## config.mk

```make
export PLATFORM = sky130hd
export DESIGN_NAME = tiny_cpu_core_p_flat
export DESIGN_NICKNAME = d
export VERILOG_FILES = /design/src/rtl/tiny_cpu_pkg.sv /design/src/rtl/tiny_cpu_core_p_if.sv /design/src/rtl/tiny_cpu_alu_p.sv /design/src/rtl/tiny_cpu_core_p.sv /design/src/flat_wrapper.sv
export SDC_FILE = /design/constraint.sdc
export NUM_CORES = 1
export LEC_CHECK = 0
export ABC_AREA = 1
export CORE_MARGIN = 2
export CORE_UTILIZATION = 50
export DETAILED_ROUTE_END_ITERATION = 12
export GPL_TIMING_DRIVEN = 0
export PLACE_DENSITY = 0.72
export SLEW_MARGIN = 10
export SYNTH_ARGS = -nofsm -noshare
export SYNTH_HDL_FRONTEND = slang
export SYNTH_SLANG_ARGS = --single-unit
```

## constraint.sdc

```tcl
create_clock -name clk -period 36.2 [get_ports clk]
set_clock_uncertainty 0.05 [all_clocks]
set_input_delay 5.43 -clock clk [delete_from_list [all_inputs] [get_ports clk]]
set_output_delay 5.43 -clock clk [all_outputs]
set_load 0.05 [all_outputs]
```

## src/rtl/tiny_cpu_pkg.sv

```systemverilog
// Shared definitions for the parametrised tiny CPU core.
// Holds the state encodings, opcode and ALU funct constants, instruction
// field positions and a decode helper that splits a 16-bit word into fields.
package tiny_cpu_pkg;

  // State encodings are visible on the debug pins, so their values are fixed.
  typedef enum logic [2:0] {
    ST_IDLE     = 3'd0,
    ST_FETCH    = 3'd1,
    ST_EXEC     = 3'd2,
    ST_WB       = 3'd3,
    ST_OUT_WAIT = 3'd4,
    ST_HALT     = 3'd5
  } state_e;

  // Opcodes 0x0-0x7 are register ALU ops; op[2:0] doubles as the ALU funct.
  localparam logic [3:0] OP_ADDI  = 4'h8;
  localparam logic [3:0] OP_LOAD  = 4'h9;
  localparam logic [3:0] OP_STORE = 4'hA;
  localparam logic [3:0] OP_BEQ   = 4'hB;
  localparam logic [3:0] OP_BNE   = 4'hC;
  localparam logic [3:0] OP_JMP   = 4'hD;
  localparam logic [3:0] OP_NOP   = 4'hE;
  localparam logic [3:0] OP_HALT  = 4'hF;

  localparam logic [2:0] FN_ADD = 3'd0;
  localparam logic [2:0] FN_SUB = 3'd1;
  localparam logic [2:0] FN_AND = 3'd2;
  localparam logic [2:0] FN_OR  = 3'd3;
  localparam logic [2:0] FN_XOR = 3'd4;
  localparam logic [2:0] FN_SLL = 3'd5;
  localparam logic [2:0] FN_SRL = 3'd6;
  localparam logic [2:0] FN_MUL = 3'd7;

  // Instruction field bit positions.
  localparam int OP_MSB  = 15;
  localparam int OP_LSB  = 12;
  localparam int RD_MSB  = 11;
  localparam int RD_LSB  = 9;
  localparam int RS1_MSB = 8;
  localparam int RS1_LSB = 6;
  localparam int IMM_MSB = 5;
  localparam int IMM_LSB = 0;

  typedef struct packed {
    logic [3:0] op;
    logic [2:0] rd;
    logic [2:0] rs1;
    logic [5:0] imm;   // rs2 is imm[2:0]
  } instr_t;

  function automatic instr_t decode(input logic [15:0] word);
    instr_t f;
    f.op  = word[OP_MSB:OP_LSB];
    f.rd  = word[RD_MSB:RD_LSB];
    f.rs1 = word[RS1_MSB:RS1_LSB];
    f.imm = word[IMM_MSB:IMM_LSB];
    return f;
  endfunction

endpackage

```

## src/rtl/tiny_cpu_core_p_if.sv

```systemverilog
// Bus bundle between the tiny CPU core and its host (pin wrapper or bench).
// Carries the program-load port, run strobe, load sources, the valid/ready
// store port and the status/debug outputs.
// master: host side (drives program, run, inputs, out_ready).
// slave : core side (drives out_data/out_valid and status).
interface tiny_cpu_core_p_if #(
  parameter int DATA_WIDTH = 8,
  parameter int IMEM_AW    = 4
);
  logic                  prog_we;
  logic [IMEM_AW-1:0]    prog_addr;
  logic [15:0]           prog_data;
  logic                  run;
  logic [DATA_WIDTH-1:0] in_a;
  logic [DATA_WIDTH-1:0] in_b;
  logic [DATA_WIDTH-1:0] out_data;
  logic                  out_valid;
  logic                  out_ready;
  logic                  busy;
  logic                  halted;
  logic [IMEM_AW-1:0]    pc_out;
  logic [2:0]            state_out;

  modport master (
    output prog_we, prog_addr, prog_data, run, in_a, in_b, out_ready,
    input  out_data, out_valid, busy, halted, pc_out, state_out
  );

  modport slave (
    input  prog_we, prog_addr, prog_data, run, in_a, in_b, out_ready,
    output out_data, out_valid, busy, halted, pc_out, state_out
  );
endinterface

```

## src/rtl/tiny_cpu_alu_p.sv

```systemverilog
// Combinational ALU for the tiny CPU core.
// Ports: a, b (DATA_WIDTH operands), funct (3-bit op select), result.
// All arithmetic wraps modulo 2**DATA_WIDTH; shifts use b mod DATA_WIDTH;
// MUL keeps the low DATA_WIDTH bits of the product.
module tiny_cpu_alu_p
  import tiny_cpu_pkg::*;
#(
  parameter int DATA_WIDTH = 8
) (
  input  logic [DATA_WIDTH-1:0] a,
  input  logic [DATA_WIDTH-1:0] b,
  input  logic [2:0]            funct,
  output logic [DATA_WIDTH-1:0] result
);
  localparam int SHW = $clog2(DATA_WIDTH);

  logic [SHW-1:0] shamt_s;

  // DATA_WIDTH is a power of two, so the low bits are exactly b mod DATA_WIDTH.
  assign shamt_s = b[SHW-1:0];

  // Operation select.
  always_comb begin
    result = '0;
    case (funct)
      FN_ADD:  result = a + b;
      FN_SUB:  result = a - b;
      FN_AND:  result = a & b;
      FN_OR:   result = a | b;
      FN_XOR:  result = a ^ b;
      FN_SLL:  result = a << shamt_s;
      FN_SRL:  result = a >> shamt_s;
      FN_MUL:  result = a * b;
      default: result = '0;
    endcase
  end
endmodule

```

## src/rtl/tiny_cpu_core_p.sv

```systemverilog
// Multi-cycle, non-pipelined tiny CPU core with 16-bit instructions.
// Ports: clk, rst (async active-high), bus (slave side of tiny_cpu_core_p_if):
//   program load (prog_we/prog_addr/prog_data), run strobe, load sources
//   in_a/in_b, valid/ready store port, busy/halted/pc_out/state_out status.
// Register file x0..x7 (x0 reads zero) and instruction memory are inline.
module tiny_cpu_core_p
  import tiny_cpu_pkg::*;
#(
  parameter int DATA_WIDTH = 8,
  parameter int IMEM_AW    = 4
) (
  input  logic            clk,
  input  logic            rst,
  tiny_cpu_core_p_if.slave bus
);
  localparam int DEPTH = 2 ** IMEM_AW;
  localparam logic [IMEM_AW-1:0] PC_ONE = IMEM_AW'(1);

  state_e                state_q, state_d;
  logic [IMEM_AW-1:0]    pc_q, pc_d;
  logic [15:0]           ir_q, ir_d;
  logic [DATA_WIDTH-1:0] regs_q [8];
  logic [DATA_WIDTH-1:0] regs_d [8];
  logic [15:0]           imem_q [DEPTH];
  logic [15:0]           imem_d [DEPTH];
  logic [DATA_WIDTH-1:0] alu_res_q, alu_res_d;
  logic [DATA_WIDTH-1:0] out_data_q, out_data_d;
  logic                  out_valid_q, out_valid_d;
  logic                  busy_q, busy_d;
  logic                  halted_q, halted_d;

  instr_t                ins_s;
  logic [DATA_WIDTH-1:0] rs1_val_s, rs2_val_s, rd_val_s, imm_sext_s;
  logic [DATA_WIDTH-1:0] alu_b_s, alu_y_s;
  logic [2:0]            alu_fn_s;
  logic [IMEM_AW-1:0]    br_off_s, jmp_tgt_s;

  // Immediate sign-extended to pc width (pc arithmetic wraps modulo 2**IMEM_AW).
  function automatic logic [IMEM_AW-1:0] pc_sext(input logic [5:0] imm);
    logic [IMEM_AW-1:0] r;
    for (int i = 0; i < IMEM_AW; i++) begin
      r[i] = (i < 6) ? imm[i] : imm[5];
    end
    return r;
  endfunction

  // Immediate zero-extended or truncated to pc width for JMP.
  function automatic logic [IMEM_AW-1:0] pc_zext(input logic [5:0] imm);
    logic [IMEM_AW-1:0] r;
    for (int i = 0; i < IMEM_AW; i++) begin
      r[i] = (i < 6) ? imm[i] : 1'b0;
    end
    return r;
  endfunction

  assign ins_s      = decode(ir_q);
  assign rs1_val_s  = regs_q[ins_s.rs1];
  assign rs2_val_s  = regs_q[ins_s.imm[2:0]];
  assign rd_val_s   = regs_q[ins_s.rd];
  assign imm_sext_s = {{(DATA_WIDTH-6){ins_s.imm[5]}}, ins_s.imm};
  assign br_off_s   = pc_sext(ins_s.imm);
  assign jmp_tgt_s  = pc_zext(ins_s.imm);

  // ADDI shares the ALU adder with the immediate in place of rs2.
  assign alu_fn_s = (ins_s.op == OP_ADDI) ? FN_ADD : ins_s.op[2:0];
  assign alu_b_s  = (ins_s.op == OP_ADDI) ? imm_sext_s : rs2_val_s;

  tiny_cpu_alu_p #(.DATA_WIDTH(DATA_WIDTH)) u_alu (
    .a      (rs1_val_s),
    .b      (alu_b_s),
    .funct  (alu_fn_s),
    .result (alu_y_s)
  );

  // Next-state logic for the FSM, datapath registers, register file and imem.
  always_comb begin
    state_d     = state_q;
    pc_d        = pc_q;
    ir_d        = ir_q;
    regs_d      = regs_q;
    imem_d      = imem_q;
    alu_res_d   = alu_res_q;
    out_data_d  = out_data_q;
    out_valid_d = out_valid_q;

    case (state_q)
      ST_IDLE, ST_HALT: begin
        // The write lands on the same edge that starts the core, so the
        // first fetch already sees it.
        if (bus.prog_we) begin
          imem_d[bus.prog_addr] = bus.prog_data;
        end else begin
          imem_d = imem_q;
        end
        if (bus.run) begin
          pc_d    = '0;
          state_d = ST_FETCH;
        end else begin
          state_d = state_q;
        end
      end
      ST_FETCH: begin
        ir_d    = imem_q[pc_q];
        state_d = ST_EXEC;
      end
      ST_EXEC: begin
        case (ins_s.op)
          4'h0, 4'h1, 4'h2, 4'h3, 4'h4, 4'h5, 4'h6, 4'h7, OP_ADDI: begin
            alu_res_d = alu_y_s;
            state_d   = ST_WB;
          end
          OP_LOAD: begin
            regs_d[ins_s.rd] = ins_s.imm[0] ? bus.in_b : bus.in_a;
            pc_d             = pc_q + PC_ONE;
            state_d          = ST_FETCH;
          end
          OP_STORE: begin
            out_data_d  = rs1_val_s;
            out_valid_d = 1'b1;
            state_d     = ST_OUT_WAIT;
          end
          OP_BEQ: begin
            pc_d    = (rd_val_s == rs1_val_s) ? pc_q + br_off_s : pc_q + PC_ONE;
            state_d = ST_FETCH;
          end
          OP_BNE: begin
            pc_d    = (rd_val_s != rs1_val_s) ? pc_q + br_off_s : pc_q + PC_ONE;
            state_d = ST_FETCH;
          end
          OP_JMP: begin
            pc_d    = jmp_tgt_s;
            state_d = ST_FETCH;
          end
          OP_NOP: begin
            pc_d    = pc_q + PC_ONE;
            state_d = ST_FETCH;
          end
          OP_HALT: begin
            state_d = ST_HALT;
          end
          default: begin
            pc_d    = pc_q + PC_ONE;
            state_d = ST_FETCH;
          end
        endcase
      end
      ST_WB: begin
        regs_d[ins_s.rd] = alu_res_q;
        pc_d             = pc_q + PC_ONE;
        state_d          = ST_FETCH;
      end
      ST_OUT_WAIT: begin
        if (bus.out_ready) begin
          out_valid_d = 1'b0;
          pc_d        = pc_q + PC_ONE;
          state_d     = ST_FETCH;
        end else begin
          state_d = ST_OUT_WAIT;
        end
      end
      default: begin
        state_d     = ST_IDLE;
        out_valid_d = 1'b0;
      end
    endcase

    // x0 is hardwired to zero; any write to it is discarded here.
    regs_d[0] = '0;

    busy_d   = (state_d == ST_FETCH) || (state_d == ST_EXEC) ||
               (state_d == ST_WB)    || (state_d == ST_OUT_WAIT);
    halted_d = (state_d == ST_HALT);
  end

  // All core state; reset clears everything, including imem, and drops
  // out_valid without waiting for a clock edge.
  always_ff @(posedge clk or posedge rst) begin
    if (rst) begin
      state_q     <= ST_IDLE;
      pc_q        <= '0;
      ir_q        <= '0;
      regs_q      <= '{default: '0};
      imem_q      <= '{default: '0};
      alu_res_q   <= '0;
      out_data_q  <= '0;
      out_valid_q <= 1'b0;
      busy_q      <= 1'b0;
      halted_q    <= 1'b0;
    end else begin
      state_q     <= state_d;
      pc_q        <= pc_d;
      ir_q        <= ir_d;
      regs_q      <= regs_d;
      imem_q      <= imem_d;
      alu_res_q   <= alu_res_d;
      out_data_q  <= out_data_d;
      out_valid_q <= out_valid_d;
      busy_q      <= busy_d;
      halted_q    <= halted_d;
    end
  end

  assign bus.out_data  = out_data_q;
  assign bus.out_valid = out_valid_q;
  assign bus.busy      = busy_q;
  assign bus.halted    = halted_q;
  assign bus.pc_out    = pc_q;
  assign bus.state_out = state_q;
endmodule

```

## src/flat_wrapper.sv

```systemverilog
// flat-port wrapper written by rule: the top's interface ports become plain ports
module tiny_cpu_core_p_flat import tiny_cpu_pkg::*;
#(
  parameter int DATA_WIDTH = 8,
  parameter int IMEM_AW    = 4
)
  (clk, rst, bus_prog_we, bus_prog_addr, bus_prog_data, bus_run, bus_in_a, bus_in_b, bus_out_ready, bus_out_data, bus_out_valid, bus_busy, bus_halted, bus_pc_out, bus_state_out);
  tiny_cpu_core_p_if #(.DATA_WIDTH(DATA_WIDTH), .IMEM_AW(IMEM_AW)) bus_i ();
  input  logic clk;
  input  logic rst;
  input wire logic [$bits(bus_i.prog_we)-1:0] bus_prog_we;
  input wire logic [$bits(bus_i.prog_addr)-1:0] bus_prog_addr;
  input wire logic [$bits(bus_i.prog_data)-1:0] bus_prog_data;
  input wire logic [$bits(bus_i.run)-1:0] bus_run;
  input wire logic [$bits(bus_i.in_a)-1:0] bus_in_a;
  input wire logic [$bits(bus_i.in_b)-1:0] bus_in_b;
  input wire logic [$bits(bus_i.out_ready)-1:0] bus_out_ready;
  output wire logic [$bits(bus_i.out_data)-1:0] bus_out_data;
  output wire logic [$bits(bus_i.out_valid)-1:0] bus_out_valid;
  output wire logic [$bits(bus_i.busy)-1:0] bus_busy;
  output wire logic [$bits(bus_i.halted)-1:0] bus_halted;
  output wire logic [$bits(bus_i.pc_out)-1:0] bus_pc_out;
  output wire logic [$bits(bus_i.state_out)-1:0] bus_state_out;
  assign bus_i.prog_we = bus_prog_we;
  assign bus_i.prog_addr = bus_prog_addr;
  assign bus_i.prog_data = bus_prog_data;
  assign bus_i.run = bus_run;
  assign bus_i.in_a = bus_in_a;
  assign bus_i.in_b = bus_in_b;
  assign bus_i.out_ready = bus_out_ready;
  assign bus_out_data = bus_i.out_data;
  assign bus_out_valid = bus_i.out_valid;
  assign bus_busy = bus_i.busy;
  assign bus_halted = bus_i.halted;
  assign bus_pc_out = bus_i.pc_out;
  assign bus_state_out = bus_i.state_out;
  tiny_cpu_core_p #(.DATA_WIDTH(DATA_WIDTH), .IMEM_AW(IMEM_AW)) u_core (.clk(clk), .rst(rst), .bus(bus_i));
endmodule
```

==> reports/qor.csv <==
stage,metric,value,unit
run_status,status,finished clean,
sta,Rel. slew slack,0.338,
synthesis,Synth area leader,dfrtp_1,
floorplan,die area,41100,sq um
clock_tree,Inserted Clock Buffers,41,
global_route,total gr overflow,0,
job,maxcap violations,0,
floorplan,# IOs,59,
clock_tree,clock-pin slew on the worst setup and hold paths,0.06,ns
global_route,first-pass GRT wire length,112000,um
critical_path,WP data arrival,2.17,ns
synthesis,Synth warnings,0,
routing,WL per Instance,22.6,um
floorplan,Cell Rows,72,
synthesis,syn_nets,2706,
synthesis,largest family of logic cells by synthesized area,simple AND/OR/NAND/NOR gates,
critical_path,CP cell instances,clkdlybuf4s50_1,
sta,final setup TNS,0,ns
routing,via count,19600,
floorplan,Die H,203,um
synthesis,synthesized flop and latch total,354,
synthesis,"Top FF cell, synth",dfrtp_1,
clock_tree,CTS resizes,0,
synthesis,Post-Synth Adder-Cell Area,0.0427,
routing,DR vias/cell,6.01,
global_route,GRT Total Usage,0.360,
clock_tree,CTS tree,built,
sta,RSZ-0062 raised after global routing,no,
critical_path,worst-path maximum fanout,10,
sta,Period minus WS final,7.65,ns
clock_tree,setup bufs post-CTS,0,
critical_path,Critical Path Sink Type,output pin,
global_route,vias in the first global route,19000,
synthesis,mean area per synthesized cell,7.57,sq um
routing,DRT Wirelength,73800,um
clock_tree,htree depth,2,
sta,Slew @ Worst Pin,0.989,ns
synthesis,synth top area cells,"dfrtp_1 45%, o21ai_0 13%, nand2_1 12%",
final_layout,Final nets,2810,
critical_path,crit-path max cell delay,0.91,ns
sta,Slew Limit Fails,0,
synthesis,synth cell count leaders,"640 x nand2_1, 526 x o21ai_0, 354 x dfrtp_1, 280 x nor2_1, 181 x inv_1",
hold_path,Hold Crit Class,reg -> reg,
synthesis,mux share of post-synthesis cell area,0.00362,
place,Buffers on Ports,58,
clock_tree,CTS root buf,clkbuf_16,
synthesis,ys async rst share,1.00,
final_layout,Layout area overhead,13.9,%
synthesis,Syn Std Cell Area,19700,sq um
routing,DRC,0,
floorplan,core box area,38800,sq um
routing,drt pass-1 iters,8,
critical_path,CP bufs+invs,1,
clock_tree,Clock Path Buffers,3,
sta,Hold Fails Final Rpt,0,
synthesis,xor and xnor fraction of the mapped netlist area,0.00844,
sta,Finish-stage setup viols,0,
routing,Initial DRC Count,2209,
critical_path,worst path required time,30.72,ns
floorplan,die width,203,um
final_layout,n_diodes,0,
synthesis,"Seq/Total Area, Yosys",0.449,
synthesis,"Distinct cells, synth",53,
synthesis,Mapped Cells,2606,
final_layout,layout cells sized above 1,0.0558,
routing,"antenna viol nets, final",0,
synthesis,Post-Synth Simple-Gate Area,0.219,
clock_tree,clk_lat worst skew,0.58,ns
critical_path,CP max-delay cell,clkdlybuf4s50_1,
synthesis,Synth Area in Compound Gates,0.202,
clock_tree,CTS sink cnt,354,
floorplan,Initial Utilization,0.508,
global_route,largest net degree at the start of global routing,98,
place,Placer Congestion,1.03,
critical_path,critical setup path kind,reg -> out,
global_route,antenna violations before repair,0,
sta,f_max,0.131,GHz
place,post-DP HPWL,52300,um
clock_tree,Post-CTS Hold Buffers,0,
critical_path,Top delay family on crit path,buffers and inverters,
synthesis,cell with the most instances after synthesis,nand2_1,
synthesis,Yosys top cell area share,0.449,
synthesis,number of synthesized flops with an enable pin,0,
final_layout,number of fill cells in the layout,3644,
sta,Tcrit/Tclk final,0.211,
critical_path,startpoint types,flip-flop,
==> kinds of logic (layout without fill, tap and decap cells) <==
family / Yosys count / after routing
flip-flops: 354 / 354
AND/OR/NAND/NOR: 1071 / 1071
multiplexers: 7 / 7
AO/OA/AOI/OAI: 738 / 738
XOR/XNOR: 19 / 19
buffers and inverters: 358 / 492
adder cells (fa/ha/maj): 59 / 59
==> worst reg2reg max path: cells and delay by family, from the launching register on <==
kind                       cells  cell delay, ns
AOI/OAI and AO/OA              2            0.30
adders and majority gates      5            2.00
buffers and inverters          9            1.00
DFF                            1            0.40
and+or+nand+nor               14            1.68
==> cell usage in the layout (no fill, tap or decap), drive strengths merged, types with 2 or more instances in the layout <==
master | Yosys | routed
o221ai | 4 | 4
and2 | 2 | 2
o32ai | 3 | 3
a31oi | 4 | 4
nand2 | 655 | 655
bufinv | 0 | 5
mux2i | 6 | 6
o22ai | 89 | 89
dfrtp | 354 | 354
fa | 14 | 14
inv | 200 | 202
o211ai | 12 | 12
clkdlybuf4s50 | 0 | 58
clkbuf | 124 | 181
a221oi | 6 | 6
ha | 45 | 45
o21a | 3 | 3
nand3 | 105 | 105
nor2 | 283 | 283
buf | 34 | 37
o2111ai | 2 | 2
nor3 | 19 | 19
nand4 | 4 | 4
xnor2 | 3 | 3
xor2 | 16 | 16
clkinv | 0 | 8
a211oi | 3 | 3
o21ai | 554 | 554
o31ai | 3 | 3
a21oi | 50 | 50
==> per-stage QoR <==
stage,cells,util,hold WS (ns),setup WS [ns],cell area (sq um)
finish,3258,0.579,0.424,28.55,22500
global route,3258,0.579,0.452,28.51,22500
CTS,3258,0.579,0.432,28.57,22500
detailed placement,3185,0.542,0.418,28.41,21000
global placement,3182,0.540,0.411,16.72,21000
floorplan,2606,-,0.394,20.90,19700
==> area by class of cell <==
type	count	area (sq um)	area share
clock buffer	57	1180	0.0524
sequential	354	8860	0.394
buffer	158	718	0.0320
timing repair buffer	61	663	0.0295
inverter	200	768	0.0342
tap	518	648	0.0288
multi-input combinational	1894	9390	0.418
clock inverter	16	244	0.0109
==> final timing paths <==
kind | depth (start not counted) | end | start | slack [ns]
min in group asynchronous | 2 | u_core.regs_q[35] | rst | 5.30
worst min-delay path | 2 | u_core.imem_q[162] | u_core.imem_q[162] | 0.42
worst min register to register | 2 | u_core.imem_q[162] | u_core.imem_q[162] | 0.42
worst max register to register | 30 | u_core.alu_res_q[7] | u_core.ins_s[0] | 30.67
max in group asynchronous | 4 | u_core.bus.halted | rst | 29.44
worst max-delay path | 1 | bus_pc_out[0] | u_core.bus.pc_out[0] | 28.55
==> registers in the layout, summed over array words and instances (netlist names) <==
register              cells
u_core.bus.state_out      3
u_core.regs_q            56
u_core.bus.pc_out         4
u_core.bus.halted         1
u_core.bus.out_data       8
u_core.bus.out_valid      1
u_core.alu_res_q          8
u_core.bus.busy           1
u_core.ins_s             16
u_core.imem_q           256
==> metal layers <==
metal | up-vias | track usage | routed length, um
met5 | - | 0 | 0
met4 | 0 | 0.233 | 5480
met3 | 295 | 0.0600 | 6840
met2 | 1123 | 0.580 | 33400
met1 | 9318 | 0.451 | 28000
li1 | 8835 | - | -
Power is left out: the tool's default activity adds up to more than one toggle a clock period on the data nets, which glitch-free logic cannot reach.
